==> src/rtl/bcd_pkg.sv <==
// ============================================================================
// Module      : bcd_pkg
// Description : Shared types and constants for the digit-serial BCD datapath.
// Revision    : 1.0 - initial release
// ============================================================================
`default_nettype none

package bcd_pkg;

  localparam int BCD_DIGIT_W   = 4;
  localparam int BCD_MAX_DIGIT = 9;

  typedef logic [BCD_DIGIT_W-1:0] bcd_digit_t;

  typedef enum logic [1:0] {
    IDLE  = 2'd0,
    DIGIT = 2'd1,
    COMP  = 2'd2,
    DONE  = 2'd3
  } state_t;

  function automatic logic digit_bad(input bcd_digit_t d);
    return d > BCD_DIGIT_W'(BCD_MAX_DIGIT);
  endfunction

endpackage

`default_nettype wire

==> src/rtl/bcd_digit_addsub.sv <==
// ============================================================================
// Module      : bcd_digit_addsub
// Description : Single BCD digit adder/subtractor with decimal carry/borrow.
// Revision    : 1.0 - initial release
// ============================================================================
`default_nettype none

module bcd_digit_addsub
  import bcd_pkg::*;
(
  input  bcd_digit_t a,
  input  bcd_digit_t b,
  input  logic       cin,
  input  logic       sub,
  output bcd_digit_t d,
  output logic       cout
);

  logic [BCD_DIGIT_W:0] w_sum;

  // Subtract range is -10..9, so the top bit of w_sum doubles as the sign.
  always_comb begin
    w_sum = '0;
    d     = '0;
    cout  = 1'b0;
    if (sub) begin
      w_sum = {1'b0, a} - {1'b0, b} - {{BCD_DIGIT_W{1'b0}}, cin};
      if (w_sum[BCD_DIGIT_W]) begin
        d    = BCD_DIGIT_W'(w_sum + 5'd10);
        cout = 1'b1;
      end else begin
        d = w_sum[BCD_DIGIT_W-1:0];
      end
    end else begin
      w_sum = {1'b0, a} + {1'b0, b} + {{BCD_DIGIT_W{1'b0}}, cin};
      if (w_sum > 5'(BCD_MAX_DIGIT)) begin
        d    = BCD_DIGIT_W'(w_sum - 5'd10);
        cout = 1'b1;
      end else begin
        d = w_sum[BCD_DIGIT_W-1:0];
      end
    end
  end

endmodule

`default_nettype wire

==> src/rtl/bcd_serial_subtractor.sv <==
// ============================================================================
// Module      : bcd_serial_subtractor
// Description : Digit-serial signed-magnitude BCD subtractor R = A - B.
// Revision    : 1.0 - initial release
// ============================================================================
`default_nettype none

module bcd_serial_subtractor
  import bcd_pkg::*;
#(
  parameter int DIGITS = 3
) (
  input  logic                        clk,
  input  logic                        rst_n,
  input  logic                        start,
  input  logic                        a_sign,
  input  logic [BCD_DIGIT_W*DIGITS-1:0] a_mag,
  input  logic                        b_sign,
  input  logic [BCD_DIGIT_W*DIGITS-1:0] b_mag,
  output logic                        busy,
  output logic                        done,
  output logic                        r_sign,
  output logic [BCD_DIGIT_W*DIGITS-1:0] r_mag,
  output logic                        ovf,
  output logic                        invalid
);

  localparam int c_mag_w = BCD_DIGIT_W * DIGITS;
  localparam int c_cnt_w = (DIGITS > 1) ? $clog2(DIGITS) : 1;
  localparam logic [c_cnt_w-1:0] c_last    = c_cnt_w'(DIGITS - 1);
  localparam logic [c_cnt_w-1:0] c_cnt_one = c_cnt_w'(1);

  state_t               r_state;
  state_t               w_state_nxt;
  logic [c_mag_w-1:0]   r_a_sh;
  logic [c_mag_w-1:0]   r_b_sh;
  logic [c_mag_w-1:0]   r_acc;
  logic [c_cnt_w-1:0]   r_cnt;
  logic                 r_carry;
  logic                 r_a_sign;
  logic                 r_add;
  logic                 r_neg;
  logic                 r_inv;

  logic [2*DIGITS-1:0]  w_nib_bad;
  logic                 w_any_bad;
  logic                 w_last;
  bcd_digit_t           w_cell_a;
  bcd_digit_t           w_cell_b;
  bcd_digit_t           w_cell_d;
  logic                 w_cell_sub;
  logic                 w_cell_cout;

  for (genvar i = 0; i < DIGITS; i++) begin : g_chk
    assign w_nib_bad[2*i]   = digit_bad(a_mag[BCD_DIGIT_W*i +: BCD_DIGIT_W]);
    assign w_nib_bad[2*i+1] = digit_bad(b_mag[BCD_DIGIT_W*i +: BCD_DIGIT_W]);
  end

  assign w_any_bad = |w_nib_bad;
  assign w_last    = (r_cnt == c_last);

  // The complement pass reuses the cell as 0 - R, reading back the result register.
  always_comb begin
    w_cell_a   = r_a_sh[BCD_DIGIT_W-1:0];
    w_cell_b   = r_b_sh[BCD_DIGIT_W-1:0];
    w_cell_sub = ~r_add;
    if (r_state == COMP) begin
      w_cell_a   = '0;
      w_cell_b   = r_acc[BCD_DIGIT_W-1:0];
      w_cell_sub = 1'b1;
    end
  end

  bcd_digit_addsub u_cell (
    .a    (w_cell_a),
    .b    (w_cell_b),
    .cin  (r_carry),
    .sub  (w_cell_sub),
    .d    (w_cell_d),
    .cout (w_cell_cout)
  );

  always_ff @(posedge clk or negedge rst_n) begin
    if (!rst_n) r_state <= IDLE;
    else        r_state <= w_state_nxt;
  end

  always_comb begin
    w_state_nxt = r_state;
    case (r_state)
      IDLE:    if (start) w_state_nxt = w_any_bad ? DONE : DIGIT;
      DIGIT:   if (w_last) w_state_nxt = (!r_add && w_cell_cout) ? COMP : DONE;
      COMP:    if (w_last) w_state_nxt = DONE;
      DONE:    w_state_nxt = IDLE;
      default: w_state_nxt = IDLE;
    endcase
  end

  always_ff @(posedge clk or negedge rst_n) begin
    if (!rst_n) begin
      r_a_sh   <= '0;
      r_b_sh   <= '0;
      r_acc    <= '0;
      r_cnt    <= '0;
      r_carry  <= 1'b0;
      r_a_sign <= 1'b0;
      r_add    <= 1'b0;
      r_neg    <= 1'b0;
      r_inv    <= 1'b0;
      busy     <= 1'b0;
      done     <= 1'b0;
      r_sign   <= 1'b0;
      r_mag    <= '0;
      ovf      <= 1'b0;
      invalid  <= 1'b0;
    end else begin
      done <= 1'b0;
      case (r_state)
        IDLE: begin
          if (start) begin
            busy     <= 1'b1;
            r_a_sh   <= a_mag;
            r_b_sh   <= b_mag;
            r_acc    <= '0;
            r_cnt    <= '0;
            r_carry  <= 1'b0;
            r_a_sign <= a_sign;
            r_add    <= a_sign ^ b_sign;
            r_neg    <= 1'b0;
            r_inv    <= w_any_bad;
          end
        end
        DIGIT: begin
          r_acc  <= c_mag_w'({w_cell_d, r_acc} >> BCD_DIGIT_W);
          r_a_sh <= r_a_sh >> BCD_DIGIT_W;
          r_b_sh <= r_b_sh >> BCD_DIGIT_W;
          r_cnt  <= w_last ? '0 : r_cnt + c_cnt_one;
          // A final borrow means |A| < |B|: clear it so the complement pass starts clean.
          if (w_last && !r_add && w_cell_cout) begin
            r_carry <= 1'b0;
            r_neg   <= 1'b1;
          end else begin
            r_carry <= w_cell_cout;
          end
        end
        COMP: begin
          r_acc   <= c_mag_w'({w_cell_d, r_acc} >> BCD_DIGIT_W);
          r_cnt   <= w_last ? '0 : r_cnt + c_cnt_one;
          r_carry <= w_cell_cout;
        end
        DONE: begin
          busy <= 1'b0;
          done <= 1'b1;
          if (r_inv) begin
            r_mag   <= '0;
            r_sign  <= 1'b0;
            ovf     <= 1'b0;
            invalid <= 1'b1;
          end else begin
            r_mag   <= r_acc;
            r_sign  <= (r_acc != '0) && (r_neg ? ~r_a_sign : r_a_sign);
            ovf     <= r_add & r_carry;
            invalid <= 1'b0;
          end
        end
        default: ;
      endcase
    end
  end

endmodule

`default_nettype wire

==> config.mk <==
export PLATFORM = sky130hd
export DESIGN_NAME = bcd_serial_subtractor
export DESIGN_NICKNAME = d
export VERILOG_FILES = /design/src/rtl/bcd_pkg.sv /design/src/rtl/bcd_digit_addsub.sv /design/src/rtl/bcd_serial_subtractor.sv
export SDC_FILE = /design/constraint.sdc
export NUM_CORES = 1
export LEC_CHECK = 0
export CAP_MARGIN = 40
export CORE_MARGIN = 3
export CORE_UTILIZATION = 55
export CTS_BUF_LIST = sky130_fd_sc_hd__clkbuf_8 sky130_fd_sc_hd__clkbuf_16
export CTS_CLUSTER_DIAMETER = 200
export DETAILED_ROUTE_END_ITERATION = 12
export PLACE_DENSITY = 0.8
export SLEW_MARGIN = 5
export SYNTH_ARGS = -nofsm -noshare
export SYNTH_HDL_FRONTEND = slang
export SYNTH_SLANG_ARGS = --single-unit
==> constraint.sdc <==
create_clock -name clk -period 3.9 [get_ports clk]
set_input_delay 0.78 -clock clk [delete_from_list [all_inputs] [get_ports clk]]
set_output_delay 0.78 -clock clk [all_outputs]
set_load 0.05 [all_outputs]
==> impl_metrics.py, run 1 <==
metrics = {
    "cells_and_area": {
        "syn_to_final_growth_pct": 19.7,
        "num_antenna_cells": 0,
        "final_cells": 481,
        "drive_above_1_share": 0.0813,
        "regArea_um2": 1550,
        "fill_cells": 492,
        "fin_nets": 447,
        "multi_input_area_um2": 1750,
    },
    "synthesis": {
        "synth.distinct_cells": 49,
        "synth_edf_count": 0,
        "synth_top_area_frac": 0.444,
        "synthArstFlopShare": 1.00,
        "yosysMostFrequentCell": "dfrtp_1",
        "yosys-top-cells-area": "dfrtp_1, o21ai_0, mux2i_1, ha_1, nand2_1",
        "syn-cell-area_um2": 3490,
        "syn_inst": 360,
        "yosysTopAreaCell": "dfrtp_1",
        "ys_top_cells_by_count": "dfrtp_1, o21ai_0, nand2_1, inv_1, mux2i_1",
        "yosys_register_bits": 62,
        "ys.flop_type": "dfrtp_1",
        "ys_seq_area_frac": 0.444,
        "avgSynthCellArea_um2": 9.70,
        "synth_fp_nets": 406,
        "yosysWarningCount": 0,
    },
    "global_routing": {
        "grt_pass1_wl_mm": 12.9,
        "grt_pass1_vias": 2690,
        "grt_overflow_total": 0,
        "grtUsageTotal": 0.222,
        "grt_max_degree": 42,
        "antenna_found_initial": 0,
    },
    "sta": {
        "setup_ws_ns": 0.357,
        "clock-skew-final_ns": 0.0105,
        "holdWs_ns": 0.387,
        "finalSetupViolations": 0,
        "setup_tns_ns": 0,
        "rsz0062_at_grt": "no",
        "max_clock_freq_mhz": 282,
        "worst_slew_pin_slew_ns": 0.908,
        "drv_slew": 0,
        "fin_crit_sh": 0.908,
        "finalCriticalPeriod_ns": 3.54,
        "hold_viol": 0,
        "maxSlewHeadroom": 0.395,
    },
    "drt": {
        "vias": 2723,
        "wire_per_inst_um": 15.7,
        "postRouteAntennaNets": 0,
        "drc_errors": 0,
        "drt_iter0_markers": 117,
        "firstDrtPassIters": 4,
        "vias_per_cell": 5.66,
        "wirelength_mm": 7.56,
    },
    "placement": {
        "pre_cts_slack_ns": 0.236,
        "dpl.hpwl_mm": 5.43,
        "dp_cells": 465,
        "port_buffers": 45,
        "gp_congestion": 0.853,
    },
    "clocking": {
        "htreeDepth": 3,
        "cts_root_buf": "clkbuf_8",
        "cts_tree": "done",
        "clock_sinks": 62,
        "cts-resized-gates": 0,
        "numCtsBuffers": 9,
        "clock_latency_ns": 0.34,
        "path_clk_slew_ns": 0.07,
        "clock_path_buffers": 2,
        "cts_hold_buf": 0,
        "cts_setup_buffers": 0,
    },
    "floorplanning": {
        "core-area_um2": 6030,
        "die_h_um": 85.7,
        "ios": 46,
        "start_util": 0.579,
        "rows": 28,
        "fp.dieW_um": 85.7,
        "design.die.area_um2": 7340,
    },
    "run_status": {
        "outcome": "finished clean",
    },
    "critical_path": {
        "ff2ff_setup_slack_ns": 0.36,
        "path_class": "reg2reg",
        "endpoint": "r_carry",
        "ff2ff_path_depth": 14,
        "r2r-end": "r_carry",
        "path_max_fanout": 15,
        "r2r_start": "r_state[0]",
        "required_ns": 4.13,
        "startpoint": "r_state[0]",
        "arrival_ns": 3.77,
        "end_kind": "flop",
        "start_kind": "flop",
    },
    "worst_hold_path": {
        "min_path_type": "in2async",
    },
    "flow_run": {
        "drv_cap": 0,
    },
}
==> registers in the layout, indices dropped and copies added (netlist names), 2 cells and up <==
name and cells:
r_mag 12, r_acc 12, r_b_sh 12, r_a_sh 12, r_cnt 2, r_state 2
==> worst min path at each step <==
| stage | start | end | slack (ns) | cells past startpoint |
|---|---|---|---|---|
| floorplan | r_b_sh[2] | r_b_sh[2] | 0.45 | 2 |
| global placement | r_b_sh[2] | r_b_sh[2] | 0.46 | 2 |
| detailed placement | r_b_sh[2] | r_b_sh[2] | 0.47 | 2 |
| CTS | rst_n | r_mag[7] | 0.40 | 1 |
| global route | rst_n | r_mag[5] | 0.41 | 1 |
| finish | rst_n | r_mag[7] | 0.39 | 1 |
==> placed cells by master, fill, tap and decap left out, drive strengths merged, types with 9 or more instances in the layout <==
cell / netlist / layout
a22oi: 9 / 9
inv: 30 / 32
nor2: 12 / 12
a22o: 9 / 9
ha: 15 / 15
nand3b: 13 / 13
mux2i: 20 / 20
nand2: 38 / 38
clkdlybuf4s50: 0 / 44
dfrtp: 62 / 62
clkbuf: 11 / 11
xnor2: 11 / 11
o21ai: 51 / 51
a21oi: 11 / 11
==> kinds of logic (layout without fill, tap and decap cells) <==
family | after synthesis | after routing | synth area share
buffers and inverters | 48 | 94 | 0.0556
AO/OA/AOI/OAI | 101 | 101 | 0.190
flip-flops | 62 | 62 | 0.444
multiplexers | 25 | 25 | 0.0735
XOR/XNOR | 11 | 11 | 0.0297
AND/OR/NAND/NOR | 96 | 96 | 0.142
adder cells (fa/ha/maj) | 17 | 17 | 0.0652
==> critical path, stage by stage (launching register included) <==
cell	delay, ns
dfrtp_1	0.43
inv_1	0.10
ha_2	0.34
mux2i_1	0.30
xnor2_1	0.17
ha_1	0.16
or2_2	0.11
inv_1	0.05
fa_1	0.51
a21bo_1	0.26
a221oi_4	0.37
o21ai_1	0.12
a21oi_1	0.21
a211oi_1	0.10
a21o_1	0.19
==> final cells by class <==
cell class | count | area share
multi-input combinational | 250 | 0.419
sequential | 62 | 0.371
timing repair buffer | 48 | 0.112
clock buffer | 11 | 0.0362
inverter | 30 | 0.0269
tap | 75 | 0.0225
clock inverter | 5 | 0.0120
==> through the flow <==
stage,utilization,area (um^2)
3_3_place_gp,0.660,3980
5_1_grt,0.694,4180
2_1_floorplan,-,3490
4_1_cts,0.693,4180
6_report,0.694,4180
3_5_place_dp,0.660,3980
==> layer usage <==
layer	vias to the layer above	GRT usage	routed length (um)
li1	1343	-	-
met1	1296	0.283	3340
met2	70	0.376	3750
met3	14	0.0403	337
met4	0	0.0863	131
met5	-	0	0
Power of run 1 is not shown: default switching activity piles up to over one toggle a cycle in this logic, so the estimate is an artifact.
==> inputs of run 2 (changes only) <==
SLEW_MARGIN = 15   (was 5)
==> run 2 against run 1 <==
Register-to-register slack about the same. Core utilization increased by 0.25 points. Fmax increased by 0.21%. Sequential cell count unchanged. Routed wire length decreased by 0.34%. Cell area increased by 0.36%. Worst setup slack improved by 0.0074 ns. Critical path depth unchanged. Global-route usage unchanged. Non-clock buffer count increased by 1. Hold slack improved by 0.0064 ns. Critical endpoint unchanged. Clock skew increased by 0.0014 ns.
==> impl_metrics.py, run 2 (synthesis results as in run 1) <==
metrics = {
    "floorplanning": {
        "die_h_um": 85.7,
        "fp.dieW_um": 85.7,
        "ios": 46,
        "design.die.area_um2": 7340,
        "start_util": 0.579,
        "core-area_um2": 6030,
        "rows": 28,
    },
    "global_routing": {
        "gr-usage-met1": 0.283,
        "grt_pass1_vias": 2690,
        "grt_pass1_wl_mm": 12.9,
        "grt_use_met3": 0.0403,
        "grtUsageTotal": 0.222,
        "top_usage_layer": "met2",
        "use_met2": 0.376,
        "grt_max_degree": 42,
        "grt_overflow_total": 0,
        "antenna_found_initial": 0,
    },
    "flow_run": {
        "drv_cap": 0,
    },
    "critical_path": {
        "path_class": "reg2reg",
        "path_max_fanout": 15,
        "required_ns": 4.12,
        "ff2ff_setup_slack_ns": 0.36,
        "start_kind": "flop",
        "arrival_ns": 3.75,
        "end_kind": "flop",
    },
    "drt": {
        "drt_iter0_markers": 121,
        "drc_errors": 0,
        "wire_per_inst_um": 15.6,
        "vias_per_cell": 5.66,
        "firstDrtPassIters": 4,
        "vias": 2729,
        "wirelength_mm": 7.53,
        "postRouteAntennaNets": 0,
    },
    "clocking": {
        "cts_tree": "done",
        "cts_hold_buf": 0,
        "numCtsBuffers": 9,
        "clock_sinks": 62,
        "htreeDepth": 3,
        "cts_root_buf": "clkbuf_8",
        "clock_path_buffers": 2,
        "cts_setup_buffers": 0,
        "clock_latency_ns": 0.34,
        "path_clk_slew_ns": 0.07,
    },
    "placement": {
        "port_buffers": 45,
        "gp_congestion": 0.853,
        "dp_cells": 465,
        "dpl.hpwl_mm": 5.43,
    },
    "sta": {
        "clock-skew-final_ns": 0.0120,
        "finalSetupViolations": 0,
        "rsz0062_at_grt": "no",
        "max_clock_freq_mhz": 283,
        "setup_tns_ns": 0,
        "drv_slew": 0,
        "holdWs_ns": 0.393,
        "finalCriticalPeriod_ns": 3.54,
        "worst_slew_pin_slew_ns": 0.725,
        "fin_crit_sh": 0.906,
        "maxSlewHeadroom": 0.517,
        "hold_viol": 0,
    },
    "cells_and_area": {
        "fin_nets": 448,
        "drive_above_1_share": 0.0835,
        "final_cell_mix": "dfrtp_1, o21ai_0, clkdlybuf4s50_1",
        "final_cells": 482,
        "num_antenna_cells": 0,
        "syn_to_final_growth_pct": 20.1,
        "utilization": 0.696,
        "layout_commonest_cell": "dfrtp_1",
    },
    "run_status": {
        "outcome": "finished clean",
    },
    "worst_hold_path": {
        "min_path_type": "in2async",
    },
}
## run 2: cell count changes in the layout (fill, tap and decap cells not counted), sizes merged
cell,change
buf,+1
## run 2: layer usage
metal,routed length (um),up-vias,share of wire
met5,0,-,0
met4,109,0,0.014
met3,338,12,0.045
met2,3750,81,0.50
met1,3340,1295,0.44
li1,-,1341,-
## run 2: worst max-delay path, stage by stage (launching register included)
cell and delay, ns:
dfrtp_1 0.43, inv_1 0.10, ha_2 0.34, mux2i_1 0.30, xnor2_1 0.17, ha_1 0.16, or2_2 0.11, inv_1 0.05
fa_1 0.51, a21bo_1 0.26, a221oi_4 0.38, o21ai_1 0.12, a21oi_1 0.21, a211oi_1 0.10, a21o_1 0.19
## run 2: worst paths after layout
kind / startpoint / end / cells past startpoint
setup / recovery: r_state[0] / r_carry / 14
hold / removal: rst_n / r_mag[7] / 1
setup reg to reg: r_state[0] / r_carry / 14
hold reg to reg: r_a_sh[1] / r_a_sh[1] / 2
max in group asynchronous: rst_n / r_a_sh[1] / 2
min in group clk: r_a_sh[1] / r_a_sh[1] / 2
## run 2: layout make-up
| cell class | instances | area (um^2) |
|---|---|---|
| Clock inverter | 5 | 50.0 |
| Timing Repair Buffer | 49 | 483 |
| Multi-Input combinational cell | 250 | 1750 |
| Clock buffer | 11 | 151 |
| Inverter | 30 | 113 |
| Tap cell | 75 | 93.8 |
| Fill cell | 491 | 1830 |
| Sequential cell | 62 | 1550 |
## run 2: stage by stage
step / area [um^2] / worst slack, ns
global route: 4190 / 0.0665
floorplan: 3490 / 0.635
global placement: 3980 / 0.447
finish: 4190 / 0.365
CTS: 4180 / 0.225
detailed placement: 3980 / 0.236
## run 2: what timing repair did
item | 4_1_cts | 5_1_grt
endpoints found under the setup margin | 0 | 1
gates resized for setup | 0 | 1
hold endpoints to repair | 0 | 0
Power of run 2 is left out for the same reason.
==> inputs of run 3 (changes only) <==
CTS_CLUSTER_DIAMETER = 100   (was 200)
==> results of run 3 <==
Final layout, timing and power as in run 2 (identical DEF).
Power of run 3 is left out for the same reason.
